File: src/rtl/pipe_ctrl_pkg.sv
// Shared types and constants for the pipeline hazard/memory-access controller.
// Used by pipeline_ctrl and pipe_timeout_cnt.
package pipe_ctrl_pkg;

    typedef enum logic [1:0] {
        ST_IDLE     = 2'd0,
        ST_REQ      = 2'd1,
        ST_WAIT_RSP = 2'd2
    } state_e;

    localparam int unsigned TIMEOUT_DEFAULT = 32'd16;

    // Wide enough for the largest supported TIMEOUT (255).
    localparam int unsigned CNT_W = 32'd8;

endpackage

File: src/rtl/pipe_timeout_cnt.sv
// Outstanding-access age counter; expire fires in the TIMEOUT-th enabled cycle.
// Only instantiated when PIPE_CTRL_TIMEOUT_EN is defined.
module pipe_timeout_cnt
    import pipe_ctrl_pkg::*;
#(
    parameter int unsigned TIMEOUT = TIMEOUT_DEFAULT
) (
    input  logic clk_i,
    input  logic rst_i,
    input  logic clear,
    input  logic enable,
    output logic expire
);

    localparam logic [CNT_W-1:0] LAST_COUNT = CNT_W'(TIMEOUT - 32'd1);

    logic [CNT_W-1:0] cnt_r;

    // Expiry is combinational so the controller can abort in the same cycle.
    always_comb begin
        expire = 1'b0;
        if (enable && (cnt_r == LAST_COUNT)) begin
            expire = 1'b1;
        end else begin
            expire = 1'b0;
        end
    end

    // Age counter: cleared when idle or on expiry, otherwise counts enabled cycles.
    always_ff @(posedge clk_i) begin
        if (rst_i) begin
            cnt_r <= {CNT_W{1'b0}};
        end else if (clear || expire) begin
            cnt_r <= {CNT_W{1'b0}};
        end else if (enable) begin
            cnt_r <= cnt_r + CNT_W'(1);
        end else begin
            cnt_r <= cnt_r;
        end
    end

endmodule

File: src/rtl/pipeline_ctrl.sv
// Pipeline controller: data-memory handshake FSM, stall/flush generation and
// memory-stage forwarding. Optional access timeout under macro PIPE_CTRL_TIMEOUT_EN.
module pipeline_ctrl
    import pipe_ctrl_pkg::*;
#(
    parameter int unsigned DW      = 32,
    parameter int unsigned REGW    = 5,
    parameter int unsigned TIMEOUT = TIMEOUT_DEFAULT
) (
    input  logic            clk_i,
    input  logic            rst_i,
    input  logic            mem_read_m,
    input  logic            mem_write_m,
    input  logic            reg_write_m,
    input  logic [REGW-1:0] rd_m,
    input  logic [REGW-1:0] rs1_e,
    input  logic [REGW-1:0] rs2_e,
    input  logic            br_taken_e,
    input  logic            dmem_gnt_i,
    input  logic            dmem_rvalid_i,
    output logic            dmem_req_o,
    output logic            dmem_we_o,
    output logic            stall_o,
    output logic            flush_o,
    output logic            fwd_a_o,
    output logic            fwd_b_o,
    output logic            err_o
);

    state_e state_r;
    state_e state_nxt_s;
    logic   store_r;
    logic   store_nxt_s;
    logic   pend_r;
    logic   pend_nxt_s;
    logic   req_s;
    logic   we_s;
    logic   stall_s;
    logic   flush_s;
    logic   fwd_a_s;
    logic   fwd_b_s;
    logic   busy_s;
    logic   expire_s;

    assign busy_s = (state_r != ST_IDLE);

`ifdef PIPE_CTRL_TIMEOUT_EN
    logic clear_s;
    assign clear_s = ~busy_s;

    pipe_timeout_cnt #(
        .TIMEOUT (TIMEOUT)
    ) u_timeout_cnt (
        .clk_i  (clk_i),
        .rst_i  (rst_i),
        .clear  (clear_s),
        .enable (busy_s),
        .expire (expire_s)
    );
`else
    assign expire_s = 1'b0;
`endif

    // Handshake FSM: next state and raw request/stall decisions.
    always_comb begin
        state_nxt_s = state_r;
        store_nxt_s = store_r;
        req_s       = 1'b0;
        we_s        = 1'b0;
        stall_s     = 1'b0;
        case (state_r)
            ST_IDLE: begin
                if (mem_write_m || mem_read_m) begin
                    req_s = 1'b1;
                    we_s  = mem_write_m;
                    if (dmem_gnt_i) begin
                        // A granted store completes without stalling the pipe.
                        stall_s     = ~mem_write_m;
                        state_nxt_s = mem_write_m ? ST_IDLE : ST_WAIT_RSP;
                    end else begin
                        stall_s     = 1'b1;
                        state_nxt_s = ST_REQ;
                        store_nxt_s = mem_write_m;
                    end
                end else begin
                    state_nxt_s = ST_IDLE;
                end
            end
            ST_REQ: begin
                if (expire_s) begin
                    state_nxt_s = ST_IDLE;
                end else if (dmem_gnt_i) begin
                    req_s       = 1'b1;
                    we_s        = store_r;
                    stall_s     = ~store_r;
                    state_nxt_s = store_r ? ST_IDLE : ST_WAIT_RSP;
                end else begin
                    req_s   = 1'b1;
                    we_s    = store_r;
                    stall_s = 1'b1;
                end
            end
            ST_WAIT_RSP: begin
                if (expire_s) begin
                    state_nxt_s = ST_IDLE;
                end else if (dmem_rvalid_i) begin
                    state_nxt_s = ST_IDLE;
                end else begin
                    stall_s = 1'b1;
                end
            end
            default: begin
                state_nxt_s = ST_IDLE;
            end
        endcase
    end

    // Branch flushes are deferred while stalled and released on the first free cycle.
    always_comb begin
        flush_s    = (~stall_s) & (br_taken_e | pend_r);
        pend_nxt_s = stall_s & (br_taken_e | pend_r);
    end

    // Forward the memory-stage result when it targets a live source register.
    always_comb begin
        fwd_a_s = 1'b0;
        fwd_b_s = 1'b0;
        if (reg_write_m && (rd_m != {REGW{1'b0}})) begin
            fwd_a_s = (rd_m == rs1_e);
            fwd_b_s = (rd_m == rs2_e);
        end else begin
            fwd_a_s = 1'b0;
            fwd_b_s = 1'b0;
        end
    end

    // Output gating: everything is held low while reset is asserted.
    always_comb begin
        dmem_req_o = 1'b0;
        dmem_we_o  = 1'b0;
        stall_o    = 1'b0;
        flush_o    = 1'b0;
        fwd_a_o    = 1'b0;
        fwd_b_o    = 1'b0;
        err_o      = 1'b0;
        if (rst_i) begin
            dmem_req_o = 1'b0;
        end else begin
            dmem_req_o = req_s;
            dmem_we_o  = we_s;
            stall_o    = stall_s;
            flush_o    = flush_s;
            fwd_a_o    = fwd_a_s;
            fwd_b_o    = fwd_b_s;
            err_o      = expire_s;
        end
    end

    // State, latched access type and pending-flush registers.
    always_ff @(posedge clk_i) begin
        if (rst_i) begin
            state_r <= ST_IDLE;
            store_r <= 1'b0;
            pend_r  <= 1'b0;
        end else begin
            state_r <= state_nxt_s;
            store_r <= store_nxt_s;
            pend_r  <= pend_nxt_s;
        end
    end

endmodule

File: config.mk
export PLATFORM = sky130hd
export DESIGN_NAME = pipeline_ctrl
export DESIGN_NICKNAME = d
export VERILOG_FILES = /design/src/rtl/pipe_ctrl_pkg.sv /design/src/rtl/pipe_timeout_cnt.sv /design/src/rtl/pipeline_ctrl.sv
export SDC_FILE = /design/constraint.sdc
export NUM_CORES = 1
export LEC_CHECK = 0
export ABC_AREA = 1
export CORE_UTILIZATION = 35
export CTS_CLUSTER_DIAMETER = 30
export DETAILED_ROUTE_END_ITERATION = 7
export PLACE_DENSITY = 0.77
export SKIP_CTS_REPAIR_TIMING = 1
export SLEW_MARGIN = 20
export SYNTH_ARGS = -nofsm -noshare
export SYNTH_HDL_FRONTEND = slang
export SYNTH_SLANG_ARGS = --single-unit
File: constraint.sdc
create_clock -name clk_i -period 1.25 [get_ports clk_i]
set_input_delay 0.25 -clock clk_i [delete_from_list [all_inputs] [get_ports clk_i]]
set_output_delay 0.25 -clock clk_i [all_outputs]
set_load 0.005 [all_outputs]
==> results.cfg, run 1 <==
[final_layout]
drive_above_1_share_pct = 30.5
layout.nets = 166
diodes = 0
final_cell_mix = nand2_1, nor2_1, dlymetal6s2s_1
final_common_cell = nand2_1
area_growth_pct = 93.0

[detailed_routing]
viasPerCell = 4.45
vias = 689
firstDrtPassIters = 4
postRouteAntennaNets = 0
drt-initial-drc-count = 4
wirelength_mm = 1.63
drc = 0
wire_per_inst_um = 10.5

[clocking]
clk-insertion-delay-late_ns = 0.26
cts_sinks = 4
htree_levels = 1
cts_buffer_depth = 2
root_buffer = clkbuf_4
cts_tree = built
path_clk_slew_ns = 0.05
cts_buffers = 3

[synthesis]
synth_area_leader_cell = nand2_1
ys_warn_count = 0
ys_types = 15
synth_area_sq_um = 479
ys_top_cells_by_area = nand2_1, dfxtp_1, nor2_1, inv_1, nand3_1
synthCells = 99
avgSynthCellArea_sq_um = 4.84
synth.ff_latch_count = 4
ys_seq_area_share_pct = 16.7
yosysTopAreaCellShare_pct = 26.6
synth_fp_nets = 122

[timing]
setup_viol = 5
rsz0062_at_grt = yes
final.setup.tns_ns = -0.994
finalWorstSetupSlack_ns = -0.263
max_freq_mhz = 661
post-route-period-util_pct = 121
fin_crit_ns = 1.51
report.final.slew_viol_count = 0
hold_violations = 0
clock_skew_ns = 0.00968

[global_routing]
antenna_found_initial = 0
grt_pass1_wl_mm = 2.35
grt_util_all_layers_pct = 22.7
grt_pass1_vias = 616
grt_max_degree = 7
grt-ovfl-total = 0

[setup_path]
crit_fanout = 3
required_ns = 1.00
crit_path_end_kind = output port
crit_type = reg2out
path_cells = inv_4 -> nor2_4 -> buf_6 -> o21ai_2 -> nand2_1 -> nor2_2 -> nor2_1 -> buf_2
slowest_stage = dfxtp_4
crit_arrival_ns = 1.26
startpoint_type = flop
cp_slowest_stage_delay_ns = 0.37

[die]
dieArea_sq_mm = 0.00152
die_y_um = 39
boundaryPins = 30
core_sq_mm = 0.00119
die_w_um = 39
start_util_pct = 40.4
num_rows = 12

[hold_path]
hp-class = in2reg

[power_and_ir_drop]
power_density_mw_per_mm2 = 661
leakagePower_nw = 0.634
ir_drop_mv = 0.503
power_mw = 0.611

[run_status]
outcome = finished with violations
violations = setup timing

[run]
cap_viol_max_count = 0

[placement]
dp.final_hpwl_mm = 1.20
gp_congestion = 0.794
placement.io_buffers = 28
kinds of logic after synthesis:
kind of cell | Yosys count | synth area share, %
AO/OA/AOI/OAI | 7 | 7.31
buffers and inverters | 21 | 17.2
AND/OR/NAND/NOR | 64 | 54.3
flip-flops | 4 | 16.7
XOR/XNOR | 2 | 3.66
other | 1 | 0.783
critical path: cells and delay by family (launching register included):
| family | cells | cell delay (ns) |
|---|---|---|
| simple gates | 4 | 0.33 |
| compound gates | 1 | 0.05 |
| buf+inv | 3 | 0.26 |
| flops | 1 | 0.37 |
worst paths after layout:
kind / from / end / slack [ns] / depth (start not counted)
worst min-delay path: dmem_gnt_i / state_r[1] / 0.32 / 3
worst max register to register: state_r[0] / state_r[0] / 0.14 / 7
worst max-delay path: state_r[0] / stall_o / -0.26 / 8
worst min register to register: pend_r / pend_r / 0.54 / 2
sequential cells by signal, summed over array words and instances, names as in the netlist:
register	count
store_r	1
pend_r	1
state_r	2
area by class of cell:
class,count,area [sq um]
tap,14,17.5
sequential,4,85.1
timing repair buffer,40,365
fill,97,262
clock buffer,3,22.5
inverter,20,77.6
multi-input combinational,74,357
routing by layer:
layer	global-route usage [%]	vias up	share of wire [%]
li1	-	379	-
met1	26.5	290	44
met2	40.0	17	49
met3	5.20	3	6.1
met4	7.76	0	0.86
met5	0	-	0
power breakdown:
| group | internal, mW | switching (mW) | total [mW] |
|---|---|---|---|
| logic | 0.149 | 0.128 | 0.277 |
| registers | 0.138 | 0.0107 | 0.149 |
| clock network | 0.109 | 0.0765 | 0.186 |
stage by stage:
| step | hold slack, ns | worst slack (ns) | utilization, % | cell area [sq um] | instances |
|---|---|---|---|---|---|
| 6_report | 0.321 | -0.263 | 78.0 | 925 | 155 |
| 5_1_grt | 0.349 | -0.337 | 78.0 | 925 | 155 |
| 4_1_cts | 0.548 | -0.726 | 72.5 | 860 | 152 |
| 3_5_place_dp | 0.537 | -0.720 | 70.6 | 837 | 149 |
| 3_3_place_gp | 0.516 | -0.716 | 70.6 | 837 | 149 |
| 2_1_floorplan | 0.319 | 0.173 | - | 479 | 99 |
synthesized netlist by cell type:
cell type  number
nand2_1        34
nor2_1         19
inv_1          16
nand3_1         7
a21oi_1         4
dfxtp_1         4
inv_2           4
nor2_2          2
o21ai_0         2
xnor2_1         2
and3_1          1
buf_4           1
conb_1          1
nand3b_1        1
o21ai_1         1
Note: power is estimated with default switching activity, not from simulation.
==> run 2, diff against run 1 <==
--- a/config.mk
+++ b/config.mk
@@ -6,10 +6,11 @@
 export NUM_CORES = 1
 export LEC_CHECK = 0
 export ABC_AREA = 1
-export CORE_UTILIZATION = 35
+export CORE_UTILIZATION = 30
 export CTS_CLUSTER_DIAMETER = 30
 export DETAILED_ROUTE_END_ITERATION = 7
-export PLACE_DENSITY = 0.77
+export PLACE_DENSITY = 0.68
+export REMOVE_ABC_BUFFERS = 1
 export SKIP_CTS_REPAIR_TIMING = 1
 export SLEW_MARGIN = 20
 export SYNTH_ARGS = -nofsm -noshare
==> results.cfg, run 2 (synthesized netlist as in run 1, its figures left out) <==
[setup_path]
startpoint_type = flop
crit_arrival_ns = 1.23
crit_type = reg2out
required_ns = 1.00
crit_path_end_kind = output port
crit_fanout = 3

[final_layout]
postLayoutCoreUtil_pct = 63.8
final_cell_mix = nand2_1, nor2_1, dlymetal6s2s_1
largest_reg_flops = 2
largest_register = state_r
diodes = 0
fillers = 138
drive_above_1_share_pct = 34.5
reg_top3 = state_r: 2 flops, pend_r: 1 flops, store_r: 1 flops
area_growth_pct = 101
layout.nets = 167
final_common_cell = nand2_1

[power_and_ir_drop]
ir_drop_mv = 0.662
leakagePower_nw = 0.638
power_density_mw_per_mm2 = 624

[detailed_routing]
drc = 0
drt-initial-drc-count = 3
viasPerCell = 4.51
wirelength_mm = 1.56
firstDrtPassIters = 4
wire_per_inst_um = 9.86
vias = 713
postRouteAntennaNets = 0

[run_status]
violations = setup timing
outcome = finished with violations

[timing]
setup_viol = 5
clock_skew_ns = 0.00185
hold_violations = 0
rsz0062_at_grt = yes
finalWorstSetupSlack_ns = -0.232
report.final.slew_viol_count = 0
post-route-period-util_pct = 119
hold_slack_ns = 0.373
max_freq_mhz = 675
fin_crit_ns = 1.48

[die]
start_util_pct = 31.8
dieArea_sq_mm = 0.00176
die_y_um = 42.0
num_rows = 14
boundaryPins = 30
die_w_um = 42.0
core_sq_mm = 0.00151

[clocking]
path_clk_slew_ns = 0.04
cts_sinks = 4
htree_levels = 1
cts_buffer_depth = 2
clk-insertion-delay-late_ns = 0.23
cts_buffers = 3
root_buffer = clkbuf_4
cts_tree = built

[global_routing]
grt_pass1_wl_mm = 2.21
grt-ovfl-total = 0
antenna_found_initial = 0
grt_pass1_vias = 618
grt_util_all_layers_pct = 15.9
grt_max_degree = 7

[run]
cap_viol_max_count = 0

[placement]
placement.io_buffers = 28
dp.final_hpwl_mm = 1.17
gp_congestion = 0.766

[hold_path]
hp-class = in2reg
[run 2: cell count changes in the layout (fill, tap and decap cells not counted), sizes merged]
cell,previous run,this run
clkbuf,7,8
[run 2: layer usage]
| layer | wire length (um) | share of wire (%) | GRT usage [%] |
|---|---|---|---|
| met1 | 608 | 39 | 16.4 |
| met5 | 0 | 0 | 0 |
| met4 | 18 | 1.2 | 3.87 |
| met3 | 119 | 7.6 | 4.35 |
| met2 | 812 | 52 | 30.9 |
[run 2: final cells by class]
cell class / instances / area (sq um) / area share (%)
Clock buffer: 3 / 22.5 / 2.34
Inverter: 20 / 77.6 / 8.07
Multi-Input combinational cell: 74 / 377 / 39.2
Sequential cell: 4 / 87.6 / 9.11
Tap cell: 16 / 20.0 / 2.08
Timing Repair Buffer: 41 / 377 / 39.2
[run 2: final timing paths]
kind | startpoint | to | slack, ns | cells past startpoint
hold reg to reg | store_r | store_r | 0.61 | 3
hold / removal | dmem_gnt_i | state_r[1] | 0.37 | 3
setup / recovery | state_r[0] | stall_o | -0.23 | 8
setup reg to reg | state_r[0] | state_r[1] | 0.22 | 6
[run 2: power by group]
group	switching (mW)	internal, mW	leakage, nW
Combinational	0.135	0.159	0.590
Clock	0.0502	0.107	0.0138
Sequential	0.00990	0.137	0.0343
[run 2: per-stage QoR]
stage          TNS, ns  std cells  power (mW)  instance area (sq um)  worst slack, ns
2_1_floorplan        0         98       0.252                    472            0.173
3_3_place_gp     -4.27        153       0.410                    855           -0.708
3_5_place_dp     -4.52        153       0.414                    855           -0.738
4_1_cts          -4.22        156       0.576                    877           -0.740
5_1_grt          -1.16        158       0.640                    961           -0.273
6_report        -0.919        158       0.599                    961           -0.232
[run 2: critical path: stages (launching register included)]
cell,delay [ns]
dfxtp_4,0.37
inv_4,0.04
nor2_4,0.11
buf_6,0.11
o21ai_4,0.05
nand2_2,0.07
nor2_2,0.03
nor2_1,0.09
buf_2,0.12
